--- src/rtl/image_stream_dram_packer.sv ---
// rtl/image_stream_dram_packer.sv - pixel stream to DRAM word packer with single-beat write issue
//
// Purpose: packs LANES = DRAM_DATA_WIDTH/PIXEL_WIDTH pixels into one DRAM word
// and issues one single-beat write per word at consecutive addresses from a
// per-frame base. A pack buffer and a hold buffer let the next word fill while
// the previous one is in flight.
//
// Ports:
//   m_axi_aclk, m_axi_aresetn         clock, asynchronous active-low reset
//   s_axis_tdata/tvalid/tready/tlast  pixel stream in
//   frame_base_addr                   frame byte base, sampled at first issue of a frame
//   dram_write_addr/len/en/data       write request to the controller (len always 0)
//   dram_write_busy                   controller busy, rises the cycle after en
//   frame_done                        pulse when the last word of a frame is acknowledged
//   beats_written                     words acknowledged in the current frame
//   overflow_err                      sticky: beat index wrapped without tlast
module image_stream_dram_packer #(
  parameter int AXI_ADDR_WIDTH  = 32,
  parameter int DRAM_DATA_WIDTH = 512,
  parameter int PIXEL_WIDTH     = 32,
  parameter int BEAT_CNT_WIDTH  = 24
) (
  input  logic                       m_axi_aclk,
  input  logic                       m_axi_aresetn,
  input  logic [PIXEL_WIDTH-1:0]     s_axis_tdata,
  input  logic                       s_axis_tvalid,
  output logic                       s_axis_tready,
  input  logic                       s_axis_tlast,
  input  logic [AXI_ADDR_WIDTH-1:0]  frame_base_addr,
  output logic [AXI_ADDR_WIDTH-1:0]  dram_write_addr,
  output logic [7:0]                 dram_write_len,
  output logic                       dram_write_en,
  output logic [DRAM_DATA_WIDTH-1:0] dram_write_data,
  input  logic                       dram_write_busy,
  output logic                       frame_done,
  output logic [BEAT_CNT_WIDTH-1:0]  beats_written,
  output logic                       overflow_err
);

  localparam int LANES          = DRAM_DATA_WIDTH / PIXEL_WIDTH;
  localparam int BYTES_PER_BEAT = DRAM_DATA_WIDTH / 8;
  localparam int LANE_W         = (LANES > 1) ? $clog2(LANES) : 1;

  typedef enum logic [1:0] {W_IDLE, W_WAIT_HI, W_WAIT_LO} w_state_e;

  // Pack stage
  logic [DRAM_DATA_WIDTH-1:0] pack_data_q;
  logic [LANE_W-1:0]          pack_cnt_q;
  logic                       pack_done_q, pack_done_d, pack_last_q, tready_q;
  // Hold stage
  logic [DRAM_DATA_WIDTH-1:0] hold_data_q;
  logic                       hold_valid_q, hold_last_q;
  // Write FSM
  w_state_e                   w_state_q;
  logic [AXI_ADDR_WIDTH-1:0]  addr_q, base_q, issue_base, issue_addr;
  logic [DRAM_DATA_WIDTH-1:0] data_q;
  logic                       en_q, frame_done_q, overflow_q, cur_last_q;
  logic [BEAT_CNT_WIDTH-1:0]  beat_idx_q, beat_idx_inc, beats_q;

  logic pix_acc, word_end, hold_free, move;

  assign pix_acc   = s_axis_tvalid && tready_q;
  // tlast on the top lane completes a single word, never two.
  assign word_end  = pix_acc && ((pack_cnt_q == LANE_W'(LANES - 1)) || s_axis_tlast);
  // Hold is freed in the same cycle the FSM issues from it.
  assign hold_free = (w_state_q == W_IDLE) && hold_valid_q && !dram_write_busy;
  assign move      = pack_done_q && (!hold_valid_q || hold_free);
  // tready_q mirrors !pack_done_q, so move and word_end never coincide.
  assign pack_done_d = move ? 1'b0 : (pack_done_q || word_end);

  always_ff @(posedge m_axi_aclk or negedge m_axi_aresetn) begin
    if (!m_axi_aresetn) begin
      pack_data_q <= '0;
      pack_cnt_q  <= '0;
      pack_done_q <= 1'b0;
      pack_last_q <= 1'b0;
      tready_q    <= 1'b0;
    end else begin
      pack_done_q <= pack_done_d;
      tready_q    <= !pack_done_d;
      if (move) begin
        // Clearing on handoff leaves unused upper lanes zero for short words.
        pack_data_q <= '0;
      end else if (pix_acc) begin
        pack_data_q[int'(pack_cnt_q)*PIXEL_WIDTH +: PIXEL_WIDTH] <= s_axis_tdata;
        pack_cnt_q  <= word_end ? '0 : pack_cnt_q + LANE_W'(1);
        pack_last_q <= s_axis_tlast;
      end
    end
  end

  always_ff @(posedge m_axi_aclk or negedge m_axi_aresetn) begin
    if (!m_axi_aresetn) begin
      hold_data_q  <= '0;
      hold_valid_q <= 1'b0;
      hold_last_q  <= 1'b0;
    end else if (move) begin
      hold_data_q  <= pack_data_q;
      hold_last_q  <= pack_last_q;
      hold_valid_q <= 1'b1;
    end else if (hold_free) begin
      hold_valid_q <= 1'b0;
    end
  end

  // The first beat of a frame takes the live base; later beats reuse the latched one.
  always_comb begin
    issue_base   = (beat_idx_q == '0) ? frame_base_addr : base_q;
    issue_addr   = issue_base + AXI_ADDR_WIDTH'(beat_idx_q) * AXI_ADDR_WIDTH'(BYTES_PER_BEAT);
    beat_idx_inc = beat_idx_q + BEAT_CNT_WIDTH'(1);
  end

  always_ff @(posedge m_axi_aclk or negedge m_axi_aresetn) begin
    if (!m_axi_aresetn) begin
      w_state_q    <= W_IDLE;
      en_q         <= 1'b0;
      addr_q       <= '0;
      data_q       <= '0;
      base_q       <= '0;
      cur_last_q   <= 1'b0;
      beat_idx_q   <= '0;
      beats_q      <= '0;
      frame_done_q <= 1'b0;
      overflow_q   <= 1'b0;
    end else begin
      en_q         <= 1'b0;
      frame_done_q <= 1'b0;
      // beats_written shows the final count for the frame_done cycle, then clears.
      if (frame_done_q) beats_q <= '0;
      case (w_state_q)
        W_IDLE: begin
          if (hold_valid_q && !dram_write_busy) begin
            en_q       <= 1'b1;
            data_q     <= hold_data_q;
            addr_q     <= issue_addr;
            base_q     <= issue_base;
            cur_last_q <= hold_last_q;
            w_state_q  <= W_WAIT_HI;
          end
        end
        W_WAIT_HI: begin
          if (dram_write_busy) w_state_q <= W_WAIT_LO;
        end
        W_WAIT_LO: begin
          if (!dram_write_busy) begin
            beats_q <= beats_q + BEAT_CNT_WIDTH'(1);
            if (cur_last_q) begin
              frame_done_q <= 1'b1;
              beat_idx_q   <= '0;
            end else begin
              beat_idx_q <= beat_idx_inc;
              // Wrapping re-samples frame_base_addr on the next issue.
              if (beat_idx_inc == '0) overflow_q <= 1'b1;
            end
            w_state_q <= W_IDLE;
          end
        end
        default: w_state_q <= W_IDLE;
      endcase
    end
  end

  assign s_axis_tready   = tready_q;
  assign dram_write_addr = addr_q;
  assign dram_write_len  = 8'd0;
  assign dram_write_en   = en_q;
  assign dram_write_data = data_q;
  assign frame_done      = frame_done_q;
  assign beats_written   = beats_q;
  assign overflow_err    = overflow_q;

endmodule

--- config.mk ---
export PLATFORM = sky130hd
export DESIGN_NAME = image_stream_dram_packer
export DESIGN_NICKNAME = d
export VERILOG_FILES = /design/src/rtl/image_stream_dram_packer.sv
export SDC_FILE = /design/constraint.sdc
export NUM_CORES = 2
export LEC_CHECK = 0
export ABC_AREA = 1
export BUFFER_PORTS_ARGS = -buffer_cell sky130_fd_sc_hd__buf_4
export CAP_MARGIN = 25
export CORE_ASPECT_RATIO = 1.1
export CORE_MARGIN = 2
export CORE_UTILIZATION = 45
export CTS_BUF_LIST = sky130_fd_sc_hd__clkbuf_8
export DETAILED_ROUTE_END_ITERATION = 7
export RECOVER_POWER = 50
export SLEW_MARGIN = 30
export SYNTH_ARGS = -nofsm -noshare
export SYNTH_HDL_FRONTEND = slang
export SYNTH_SLANG_ARGS = --single-unit
--- constraint.sdc ---
create_clock -name m_axi_aclk -period 4.5 [get_ports m_axi_aclk]
set_input_delay 0.9 -clock m_axi_aclk [delete_from_list [all_inputs] [get_ports m_axi_aclk]]
set_output_delay 0.9 -clock m_axi_aclk [all_outputs]
set_load 0.02 [all_outputs]
== After elaboration in Yosys (flattened, before gate mapping) ==
Cells that the tools add are included.
Word-level totals
  register bits after elaboration: 1663
  bits in latches: 0
  memory bits (writable): 0
  bits in read-only memories: 0
  bits of input ports: 69
  output and inout port bits: 580
  memories: 0
Cells by class
  $add $sub $neg: 5
  multipliers: 0
  div/mod/pow operators: 0
  $lt $le $gt $ge: 0
  eq/ne operators: 6
  shift operators: 2
  muxes and demuxes: 21
  bitwise gates (word level): 3
  reductions and logical operators: 22
Operators with widths (count)
  512-bit two-way mux: 2
  512-bit bitwise mux: 1
  32-bit by 33-bit variable shift with 512-bit output, first input constant: 1
  32-bit by 33-bit indexed part select with 512-bit output: 1
  24-bit two-way mux: 4
  24-bit by 1-bit adder with 24-bit output, second input constant: 2
  24-bit zero test: 2
  9-bit negator with 33-bit output: 1
  32-bit by 30-bit adder with 32-bit output: 1
  32-bit two-way mux: 1
  1-bit two-way mux: 8
  1-bit logical AND: 6
  2-bit two-way mux: 3
  2-bit case mux with 3 select lines: 1
  2-bit AND reduction: 3
  4-bit by 1-bit adder with 4-bit output, second input constant: 1
  4-bit equality test, second input constant: 1
  4-bit two-way mux: 1
  2-bit inequality test, second input constant: 2
  4-bit AND reduction: 1
  2-bit nonzero test: 2
  1-bit zero test: 3
  1-bit logical OR: 3
  1-bit inverter: 3
  5 further kinds: 5

== Depth between registers and ports, before layout ==
  depth after elaboration: 7
  mapped depth: 23

== Least setup slack after synthesis ==
No wires, ideal clock.
  kind: register to register
  start: register beat_idx_q[0]
  end: register addr_q[22] (netlist: dram_write_addr[22])
  setup time: 123 ps
  arrival: 3064 ps
  data required time: 4377 ps
  slack: 1313 ps
  stages on the path, launching flop included: 21
  clock period less this slack: 3187 ps
  cells stage by stage: dfrtp_1 inv_1 ha_1 nand4_1 nor2_1 nand3_1 inv_1 clkbuf_1 buf_2 nand2_1 o21ai_0 ha_1 fa_1 nand2_1 o21ai_0 a21o_1 nand2_1 nand2_1 a21oi_1 o21ai_0 nand2_1
On the way
  word-level cells in the longest chain between the ends: 3
RTL lines
  start, declared: RTL line 58  | logic [BEAT_CNT_WIDTH-1:0] beat_idx_q, beat_idx_inc, beats_q;
  start signal, assigned: RTL line 151  | beat_idx_q <= beat_idx_inc;
  24-bit zero test: RTL line 108  | issue_base = (beat_idx_q == '0) ? frame_base_addr : base_q;
  32-bit two-way mux: RTL line 108
  via issue_base[6]: RTL line 55  | logic [AXI_ADDR_WIDTH-1:0] addr_q, base_q, issue_base, issue_addr;
  32-bit by 30-bit adder with 32-bit output: RTL line 109  | issue_addr = issue_base + AXI_ADDR_WIDTH'(beat_idx_q) * AXI_ADDR_WIDTH'(BYTES_PER_BEAT);
  end signal, assigned: RTL line 135  | addr_q <= issue_addr;
  end, declared: RTL line 55
The timed path passes the listed nets, and every way through them passes these cells.
A chain may end at the register's enable or synchronous reset.

== Final worst setup path ==
  start: register w_state_q[0]
  end: register data_q[16] (netlist: dram_write_data[16])
On the way
  word-level cells in the longest chain between the ends: 2
RTL lines
  start, declared: RTL line 54  | w_state_e w_state_q;
  start signal, assigned: RTL line 115  | w_state_q <= W_IDLE;
  start signal, assigned: RTL line 138  | w_state_q <= W_WAIT_HI;
  start signal, assigned: RTL line 142  | if (dram_write_busy) w_state_q <= W_WAIT_LO;
  2-bit zero test: RTL line 130  | case (w_state_q)
  2-bit AND reduction (no source line)
  end signal, assigned: RTL line 134  | data_q <= hold_data_q;
  end, declared: RTL line 56  | logic [DRAM_DATA_WIDTH-1:0] data_q;
Every way passes these cells.

==> metrics.md <==
| Metric | Value |
|---|---|
| Outcome | `finished, violations left` |
| Failing checks | `max-capacitance violations, max-slew violations` |
| Remaining Overflow, GRT | `0` |
| Final setup viols | `0` |
| Flop and latch count out of synthesis | `1,657` |
| CTS tree | `done` |
| Row count | `146` |
| RSZ-0062 raised after global routing | `false` |
| Final worst path period share | `0.870` |
| CTS HTree Levels | `5` |
| Headroom to the max-slew limit | `-0.895` |
| Setup crit end kind | `register` |
| Die Wd | `367 um` |
| Vias in the first global route | `51.1k` |
| I/O pin count | `about 650` |
| Yosys top cell area share | `0.634` |
| CP Launch Type | `register` |
| Tmin final | `3.92 ns` |
| Core area | `0.144 mm2` |
| Final Skew | `0.0816 ns` |
| Post-DP HPWL | `147,000 um` |
| Final Wtd Congestion | `a little over 0.9` |
| Warnings, synthesis | `0` |
| Peak supply drop | `0.528 mV` |
| Fmax | `0.255 GHz` |
| Largest fanout on the critical path | `86` |
| Die height | `404 um` |
| Pin count of the biggest net entering global routing | `202` |
| Leading area contributor after synthesis | `dfrtp_1` |
| Die area | `0.148 mm2` |
| Worst Path Required | `5.33 ns` |
| XOR/XNOR share of the synthesized area | `0.00188` |
| Setup TNS | `0 ns` |
| Final Hold Vio Count | `0` |
| Drt total wl | `213,000 um` |
| Via density | `5.21` |
| Clock buffer count from CTS | `between 200 and 300` |
| Global-route wire length before repair | `321,000 um` |
| WL per Instance | `21.5 um` |
| Synth Flop Type | `dfrtp_1` |
| Main combinational cell family by area after synthesis | `simple AND/OR/NAND/NOR gates` |
| Yosys cell types | `50` |
| Routed Antenna Nets | `0` |
| Slew at the pin with the worst max-slew slack | `around 2.8 ns` |
| WS Path Type | `register to register` |
| Synth-to-Final Area Change | `18.4%` |
| Post-synth EDFFs | `0` |
| Simple-gate portion of the synthesized area | `0.188` |
| Remaining DRCs | `0` |
| Vias after detailed routing | `between 50k and 60k` |
| Fraction of layout cells with a size suffix above 1 | `0.145` |
| Inst Count DP | `9,438` |
| Clock Latency Late Sink | `1.01 ns` |
| Leak pwr | `slightly below 40 nW` |
| DRT iter0 DRCs | `4,519` |
| Complex-gate fraction of the synthesized area | `0.103` |
| Starting Density | `0.453` |
| CTS max path bufs | `4` |
| Antenna violations before repair | `7` |
| GRT Total Usage | `0.285` |
| # nets final | `7,910` |
| Cell Area, Synth | `between 0.06 and 0.07 mm2` |
| Ranking of synthesized cells by area | `dfrtp_1 63%, nand2_1 15%, o21ai_0 5.3%, inv_1 4.0%, o22ai_1 3.0%` |
| Pre-antenna DRT Iters | `6` |
| Worst-path clk slew | `0.06 ns` |
| Max Cap Violations | `12` |
| Adder-Cell Fraction of Synth Area | `0.00662` |
| Max-slew violation count | `772` |
| Root Buffer | `clkbuf_8` |
| Fin util | `0.537` |
| Asr flop ratio synth | `1.00` |
| Postcts setup bufs | `0` |
| PortBufs | `640` |
| Worst Hold Class | `primary input to register` |
| Sequential fraction of the synthesis area | `0.634` |
| Sink Count | `roughly 1.7k` |
| Mux contribution to synthesized area | `0.000325` |
| PwrDens | `664 mW/mm2` |
| Syn_area_per_cell | `9.13 um2` |
| CP arrival | `4.74 ns` |
| Fin cells | `9,912` |
| Synthesized instance count | `roughly 7.2k` |
registers in the layout (all words and copies together), names as in the netlist, 2 cells and up:
name	cells
base_q	26
w_state_q	2
beat_idx_q	24
beats_written	24
hold_data_q	512
dram_write_addr	32
pack_cnt_q	4
pack_data_q	512
dram_write_data	512
routing by layer:
layer  GRT usage  wire (um)  part of all wire
met1       0.392      90700              0.43
met2       0.443      98400              0.46
met3      0.0649      16000             0.075
met4       0.110       7940             0.037
met5           0         62           0.00029
metrics by stage:
stage	power (mW)	hold slack (ns)	setup WS (ns)	instance area (um2)
3_3_place_gp	38.2	0.451	0.941	72000
3_5_place_dp	38.4	0.451	0.918	72100
4_1_cts	51.8	0.0326	0.943	77500
2_1_floorplan	30.1	0.442	1.31	65400
5_1_grt	54.2	0.0657	0.294	77400
6_report	51.4	0.118	0.584	77400
repair_timing:
item                      in CTS  in global routing
gates resized for setup        0                  0
hold buffers                   1                  0
hold endpoints to repair      32                  0
logic make-up after synthesis:
family,after synthesis
and+or+nand+nor,3123
DFF,1657
AOI/OAI and AO/OA,1224
buffers and inverters,1105
adders and majority gates,34
xor gates and xnor gates,14
muxes,2
other,1
final cells by class:
cell class	count	area (um2)
diodes	2	5.00
clock buffers	350	4820
clock inverters	119	608
fillers	13400	66800
inverters	715	2690
multi-input cells	4405	19600
flip-flops and latches	1657	41500
well taps	1924	2410
repair buffers	740	5760
critical path, cell delays in order, from the launching register on:
cell and delay, ns:
dfrtp_1 0.37, nor2_1 0.08, nand3_4 0.06, clkbuf_1 1.69, inv_8 0.72, buf_12 0.45, nand2_1 0.18, nand2_1 0.07
path summary, 6_finish.rpt:
path	depth (start not counted)	startpoint	slack (ns)	end
setup / recovery	7	w_state_q[0]$_DFFE_PN0P_	0.58	dram_write_data[16]$_DFFE_PN0P_
hold / removal	3	frame_base_addr[1]	0.12	dram_write_addr[1]$_DFFE_PN0P_
setup reg to reg	7	w_state_q[0]$_DFFE_PN0P_	0.58	dram_write_data[16]$_DFFE_PN0P_
hold reg to reg	2	hold_data_q[429]$_DFFE_PN0P_	0.42	dram_write_data[429]$_DFFE_PN0P_
max in group asynchronous	4	m_axi_aresetn	0.90	pack_data_q[498]$_DFFE_PN0P_
min in group asynchronous	2	m_axi_aresetn	0.44	dram_write_data[120]$_DFFE_PN0P_
placed cells by master, fill, tap and decap left out, types with 46 or more instances in the layout:
cell type     n
nand2_1    2585
o21ai_0     691
o21ai_1     134
inv_1       787
a21oi_1      46
nand3_1     188
nor2_1      237
clkbuf_8    350
nand4_1      50
dfrtp_1    1657
buf_4       693
o22ai_1     313
synthesized netlist by cell type (19+ instances only):
cell type	instances
buf_1	21
o22ai_1	313
buf_4	19
clkbuf_1	270
nand2_1	2585
a21oi_1	46
o21ai_0	691
nand3_1	189
dfrtp_1	1657
nand4_1	50
inv_1	697
nor2_1	240
buf_2	78
ha_1	33
nor3_1	28
o21ai_1	134
power by group:
group	internal (mW)	switching [mW]	total, mW
sequential	17.9	2.25	20.2
combinational	5.10	12.9	18.0
clock	7.19	6.06	13.3
total	30.2	21.2	51.4
No activity file was read; power rests on OpenSTA's default activity.
